## config.mk

```make
export PLATFORM = sky130hd
export DESIGN_NAME = wt_inval_queue
export DESIGN_NICKNAME = d
export VERILOG_FILES = /design/src/rtl/wt_cache_pkg.sv /design/src/rtl/wt_inval_queue.sv
export SDC_FILE = /design/constraint.sdc
export NUM_CORES = 1
export LEC_CHECK = 0
export ABC_AREA = 1
export BUFFER_PORTS_ARGS = -buffer_cell sky130_fd_sc_hd__buf_2
export CORE_UTILIZATION = 50
export DETAILED_ROUTE_END_ITERATION = 16
export GPL_TIMING_DRIVEN = 0
export PLACE_DENSITY = 0.69
export SLEW_MARGIN = 30
export SYNTH_ARGS = -nofsm -noshare
export SYNTH_HDL_FRONTEND = slang
export SYNTH_SLANG_ARGS = --single-unit
```

## constraint.sdc

```tcl
create_clock -name clk_i -period 4 [get_ports clk_i]
set_input_delay 0.6 -clock clk_i [delete_from_list [all_inputs] [get_ports clk_i]]
set_output_delay 0.6 -clock clk_i [all_outputs]
set_load 0.05 [all_outputs]
```

## src/rtl/wt_cache_pkg.sv

```systemverilog
// rtl/wt_cache_pkg.sv - write-through cache subsystem constants shared with the invalidation queue
package wt_cache_pkg;

    localparam int unsigned DCACHE_LINE_WIDTH = 128;
    localparam int unsigned INVAL_Q_DEPTH     = 4;

endpackage

```

## src/rtl/wt_inval_queue.sv

```systemverilog
// rtl/wt_inval_queue.sv - coalescing FIFO of line-aligned snoop invalidations
// feeding the write-through cache invalidation port.
module wt_inval_queue
    import wt_cache_pkg::*;
#(
    parameter int unsigned Depth     = INVAL_Q_DEPTH,
    parameter int unsigned AddrWidth = 64,
    parameter int unsigned LineBytes = DCACHE_LINE_WIDTH / 8
) (
    input  logic                       clk_i,
    input  logic                       rst_ni,
    input  logic                       snoop_valid_i,
    output logic                       snoop_ready_o,
    input  logic [AddrWidth-1:0]       snoop_addr_i,
    output logic                       inval_valid_o,
    input  logic                       inval_ready_i,
    output logic [AddrWidth-1:0]       inval_addr_o,
    input  logic                       flush_i,
    output logic                       empty_o,
    output logic                       full_o,
    output logic [$clog2(Depth+1)-1:0] usage_o,
    output logic [15:0]                dup_cnt_o
);

    localparam int unsigned PtrW = $clog2(Depth);
    localparam int unsigned CntW = $clog2(Depth + 1);
    localparam logic [AddrWidth-1:0] LineMask = ~(AddrWidth'(LineBytes - 1));

    logic [AddrWidth-1:0] addr_q [Depth];
    logic [AddrWidth-1:0] addr_d [Depth];
    logic [Depth-1:0]     valid_q, valid_d;
    logic [PtrW-1:0]      rd_ptr_q, rd_ptr_d;
    logic [PtrW-1:0]      wr_ptr_q, wr_ptr_d;
    logic [CntW-1:0]      cnt_q, cnt_d;
    logic [15:0]          dup_q, dup_d;

    logic [AddrWidth-1:0] line_addr;
    logic                 pop, accept, push, coalesce;
    logic                 match_any, match_live;

    assign line_addr     = snoop_addr_i & LineMask;
    assign inval_valid_o = valid_q[rd_ptr_q];
    assign inval_addr_o  = addr_q[rd_ptr_q];
    assign empty_o       = (cnt_q == '0);
    assign full_o        = (cnt_q == CntW'(Depth));
    assign usage_o       = cnt_q;
    assign dup_cnt_o     = dup_q;

    assign pop = inval_valid_o && inval_ready_i && !flush_i;

    // match_any gates readiness so it stays independent of inval_ready_i;
    // match_live excludes the head leaving this cycle, which must be re-enqueued.
    always_comb begin
        match_any  = 1'b0;
        match_live = 1'b0;
        for (int i = 0; i < int'(Depth); i++) begin
            if (valid_q[i] && (addr_q[i] == line_addr)) begin
                match_any = 1'b1;
                if (!(pop && (rd_ptr_q == PtrW'(i)))) begin
                    match_live = 1'b1;
                end
            end
        end
    end

    assign snoop_ready_o = !flush_i && (!full_o || match_any);
    assign accept        = snoop_valid_i && snoop_ready_o;
    assign push          = accept && !match_live;
    assign coalesce      = accept && match_live;

    always_comb begin
        addr_d   = addr_q;
        valid_d  = valid_q;
        rd_ptr_d = rd_ptr_q;
        wr_ptr_d = wr_ptr_q;
        cnt_d    = cnt_q;
        dup_d    = dup_q;
        if (flush_i) begin
            valid_d  = '0;
            rd_ptr_d = '0;
            wr_ptr_d = '0;
            cnt_d    = '0;
        end else begin
            // Pop is applied before push: a full queue re-enqueuing its own head reuses that slot.
            if (pop) begin
                valid_d[rd_ptr_q] = 1'b0;
                rd_ptr_d          = rd_ptr_q + PtrW'(1);
            end
            if (push) begin
                valid_d[wr_ptr_q] = 1'b1;
                addr_d[wr_ptr_q]  = line_addr;
                wr_ptr_d          = wr_ptr_q + PtrW'(1);
            end
            cnt_d = cnt_q + CntW'(push) - CntW'(pop);
            if (coalesce && (dup_q != 16'hFFFF)) begin
                dup_d = dup_q + 16'd1;
            end
        end
    end

    always_ff @(posedge clk_i or negedge rst_ni) begin
        if (!rst_ni) begin
            for (int i = 0; i < int'(Depth); i++) begin
                addr_q[i] <= '0;
            end
            valid_q  <= '0;
            rd_ptr_q <= '0;
            wr_ptr_q <= '0;
            cnt_q    <= '0;
            dup_q    <= '0;
        end else begin
            addr_q   <= addr_d;
            valid_q  <= valid_d;
            rd_ptr_q <= rd_ptr_d;
            wr_ptr_q <= wr_ptr_d;
            cnt_q    <= cnt_d;
            dup_q    <= dup_d;
        end
    end

endmodule

```

==> run_results.csv <==
group,metric,value,unit
synthesis,ys_seq_area_share,41.5,%
global_routing,grt_max_degree,84,
clock_tree,cts_setup_buffers,0,
global_routing,grt_pass1_vias,16100,
route,via_count,17600,
floorplan,chipWidth,181,µm
setup_path,cp.required,3.40,ns
pwr,total_power,0.0149,W
pwr,ir_drop,0.601,mV
synthesis,syn_inst,2363,
sta,relSlewSlack,32.3,%
sta,period_share,100,%
route,wl_met2,31800,µm
route,dr.pass1.iters,6,
layout,drive_gt1_share,15.4,%
global_routing,grt_pass1_wl,107000,µm
floorplan,fp.dieArea,32900,µm²
floorplan,die_h,181,µm
sta,setup_viol_count_final,1,
synthesis,synth-xor-area-share,1.80,%
synthesis,synthMuxAreaShare,0,%
worst_hold_path,hp-start,"flush_i",
route,wl,74200,µm
synthesis,synth-seq-cells,267,
placement,port_buffers,147,
synthesis,syn_avg_cell_area,6.81,µm²
clock_tree,cts.sinks,267,
clock_tree,clk_pin_slew,0.06,ns
route,drtIter0Drc,2512,
sta,tns,-0.0118,ns
clock_tree,cts_made_buffers,30,
sta,slew_viol_final,0,
route,wl_per_cell,25.0,µm
sta,clock_skew,0.0146,ns
setup_path,critPathKind,"reg2out",
floorplan,num_rows,65,
route,highest_layer,"met5",
sta,fin_crit,4.01,ns
sta,fmax,0.249,GHz
synthesis,synth_top_area_share,41.5,%
synthesis,synth_edf_count,0,
clock_tree,cts_buffer_depth,3,
layout,final_common_cell,"nand2_1",
global_routing,antenna_found_initial,8,
synthesis,synth_compound_area_share,17.4,%
placement,hpwl,55800,µm
layout,layout-area-overhead-vs-synth,15.0,%
route,viasPerCell,5.91,
route,ant_nets,0,
synthesis,yosysWarnings,0,
setup_path,r2r-start,"addr_q[184]",
flow_run,maxCapViolCount,0,
setup_path,cp_max_fo,10,
synthesis,syn_area,16100,µm²
synthesis,synth-simple-area-share,29.0,%
setup_path,cp-startpoint,"rd_ptr_q[0]",
worst_hold_path,min_path_type,"in2reg",
setup_path,crit_path_start_kind,"flip-flop",
global_routing,grt_use_total,45.1,%
pwr,powerDensity,804,nW/µm²
synthesis,yosys.area.top_type,"dfrtp_1",
layout,most-common-layout-cells,"nand2_1 (823), o21ai_0 (272), dfrtp_1 (267)",
clock_tree,cts_tree,"done",
floorplan,pin_count,156,
synthesis,ys_async_sr_fraction,100,%
floorplan,fp.coreArea,31600,µm²
clock_tree,htree_levels,1,
sta,finalHoldViolCount,0,
route,drc,0,
floorplan,start_util,50.9,%
synthesis,synth_area_leaders,"dfrtp_1 (42%), nand2_1 (19%), o21ai_0 (8.5%)",
synthesis,yosysUniqueCellTypes,37,
setup_path,arrival,3.41,ns
synthesis,synth_top_family_by_area,"simple AND/OR/NAND/NOR gates",
outcome,violations,"setup timing",
clock_tree,worstSkewPairLatency,0.58,ns
route,wl_met3,8890,µm
setup_path,end_kind,"output pin",
outcome,outcome,"finished with violations",
synthesis,synthFlopType,"dfrtp_1",
layout,nets,2629,
synthesis,synth-adder-area-share,0.980,%
pwr,leakagePower,9.42,nW
sta,finalWorstSetupSlack,-0.0118,ns
global_routing,globalRoute.totalOverflow,0,
sta,tightest_slew,1.02,ns
layout,nFillCells,3048,
route,wl_met1,28700,µm
placement,place_congestion,1.07,
clock_tree,clock-root-buffer,"clkbuf_16",
sequential cells by signal, summed over array words and instances (netlist names):
| register | cells |
|---|---|
| addr_q | 240 |
| dup_cnt_o | 16 |
| rd_ptr_q | 2 |
| usage_o | 3 |
| valid_q | 4 |
| wr_ptr_q | 2 |
cell families after synthesis:
family | Yosys count
AO/OA/AOI/OAI | 519
XOR/XNOR | 33
adder cells (fa/ha/maj) | 12
buffers and inverters | 346
flip-flops | 267
other | 1
AND/OR/NAND/NOR | 1185
area by class of cell:
cell class	count	area, µm²	share of cell area, %
multi-input combinational	1753	7960	43.0
sequential	267	6680	36.1
clock buffer	48	960	5.18
inverter	243	916	4.95
timing repair buffer	151	838	4.53
buffer	102	583	3.15
tap	402	503	2.72
clock inverter	7	67.6	0.365
antenna	2	5.00	0.0270
report_power, final:
part	total, W	switching (W)	internal [W]
clock	0.00290	0.00121	0.00170
sequential	0.00520	0.00143	0.00377
combinational	0.00678	0.00492	0.00186
total	0.0149	0.00756	0.00732
critical path, cell delays in order (launching register included):
cell and delay (ns):
dfrtp_1 0.44, buf_4 0.28, clkbuf_1 0.78, clkbuf_1 0.62
nor2_1 0.11, o22ai_1 0.26, buf_2 0.32
worst paths after layout:
| kind | endpoint | slack (ns) | cells past startpoint |
|---|---|---|---|
| max | inval_addr_o[23] | -0.01 | 6 |
| min in group asynchronous | addr_q[224] | 0.48 | 2 |
| min reg2reg | addr_q[189] | 0.49 | 2 |
| min | usage_o[1] | 0.31 | 2 |
| max in group asynchronous | dup_cnt_o[4] | 2.35 | 4 |
| max reg2reg | usage_o[2] | 0.09 | 19 |
synth_stat cells (5+ instances only):
cell,instances
nor2_1,268
o21ai_1,135
o21ai_0,272
inv_2,59
nand2_2,31
dfrtp_1,267
inv_1,184
clkbuf_1,49
buf_2,25
buf_4,5
o22ai_1,47
a21oi_1,29
nand2_1,823
nor3_1,6
xor2_1,22
ha_1,11
xnor2_1,11
nand3_1,38
buf_6,19
o21ai_2,31
through the flow:
step           hold slack (ns)  std cells  setup slack, ns  utilization, %  cell area [µm²]
2_1_floorplan            0.304       2366            0.142               -            16100
3_3_place_gp             0.472       2915            -2.73            54.8            17300
3_5_place_dp             0.479       2918           -0.585            55.1            17400
4_1_cts                  0.301       2973           0.0854            58.4            18500
5_1_grt                  0.324       2973          -0.0901            58.5            18500
6_report                 0.310       2975          -0.0118            58.5            18500
timing repair:
item / 4_1_cts / 5_1_grt
hold buffers: 1 / 0
resized for setup: 3 / 7
hold endpoints to repair: 29 / 0
setup endpoints to repair: 110 / 2
routing by layer:
layer	vias to the layer above	GRT usage (%)
li1	7849	-
met2	1170	67.2
met4	8	24.5
met3	247	10.5
met1	8319	60.7
met5	-	0
No activity file was read; power rests on OpenSTA's default activity.
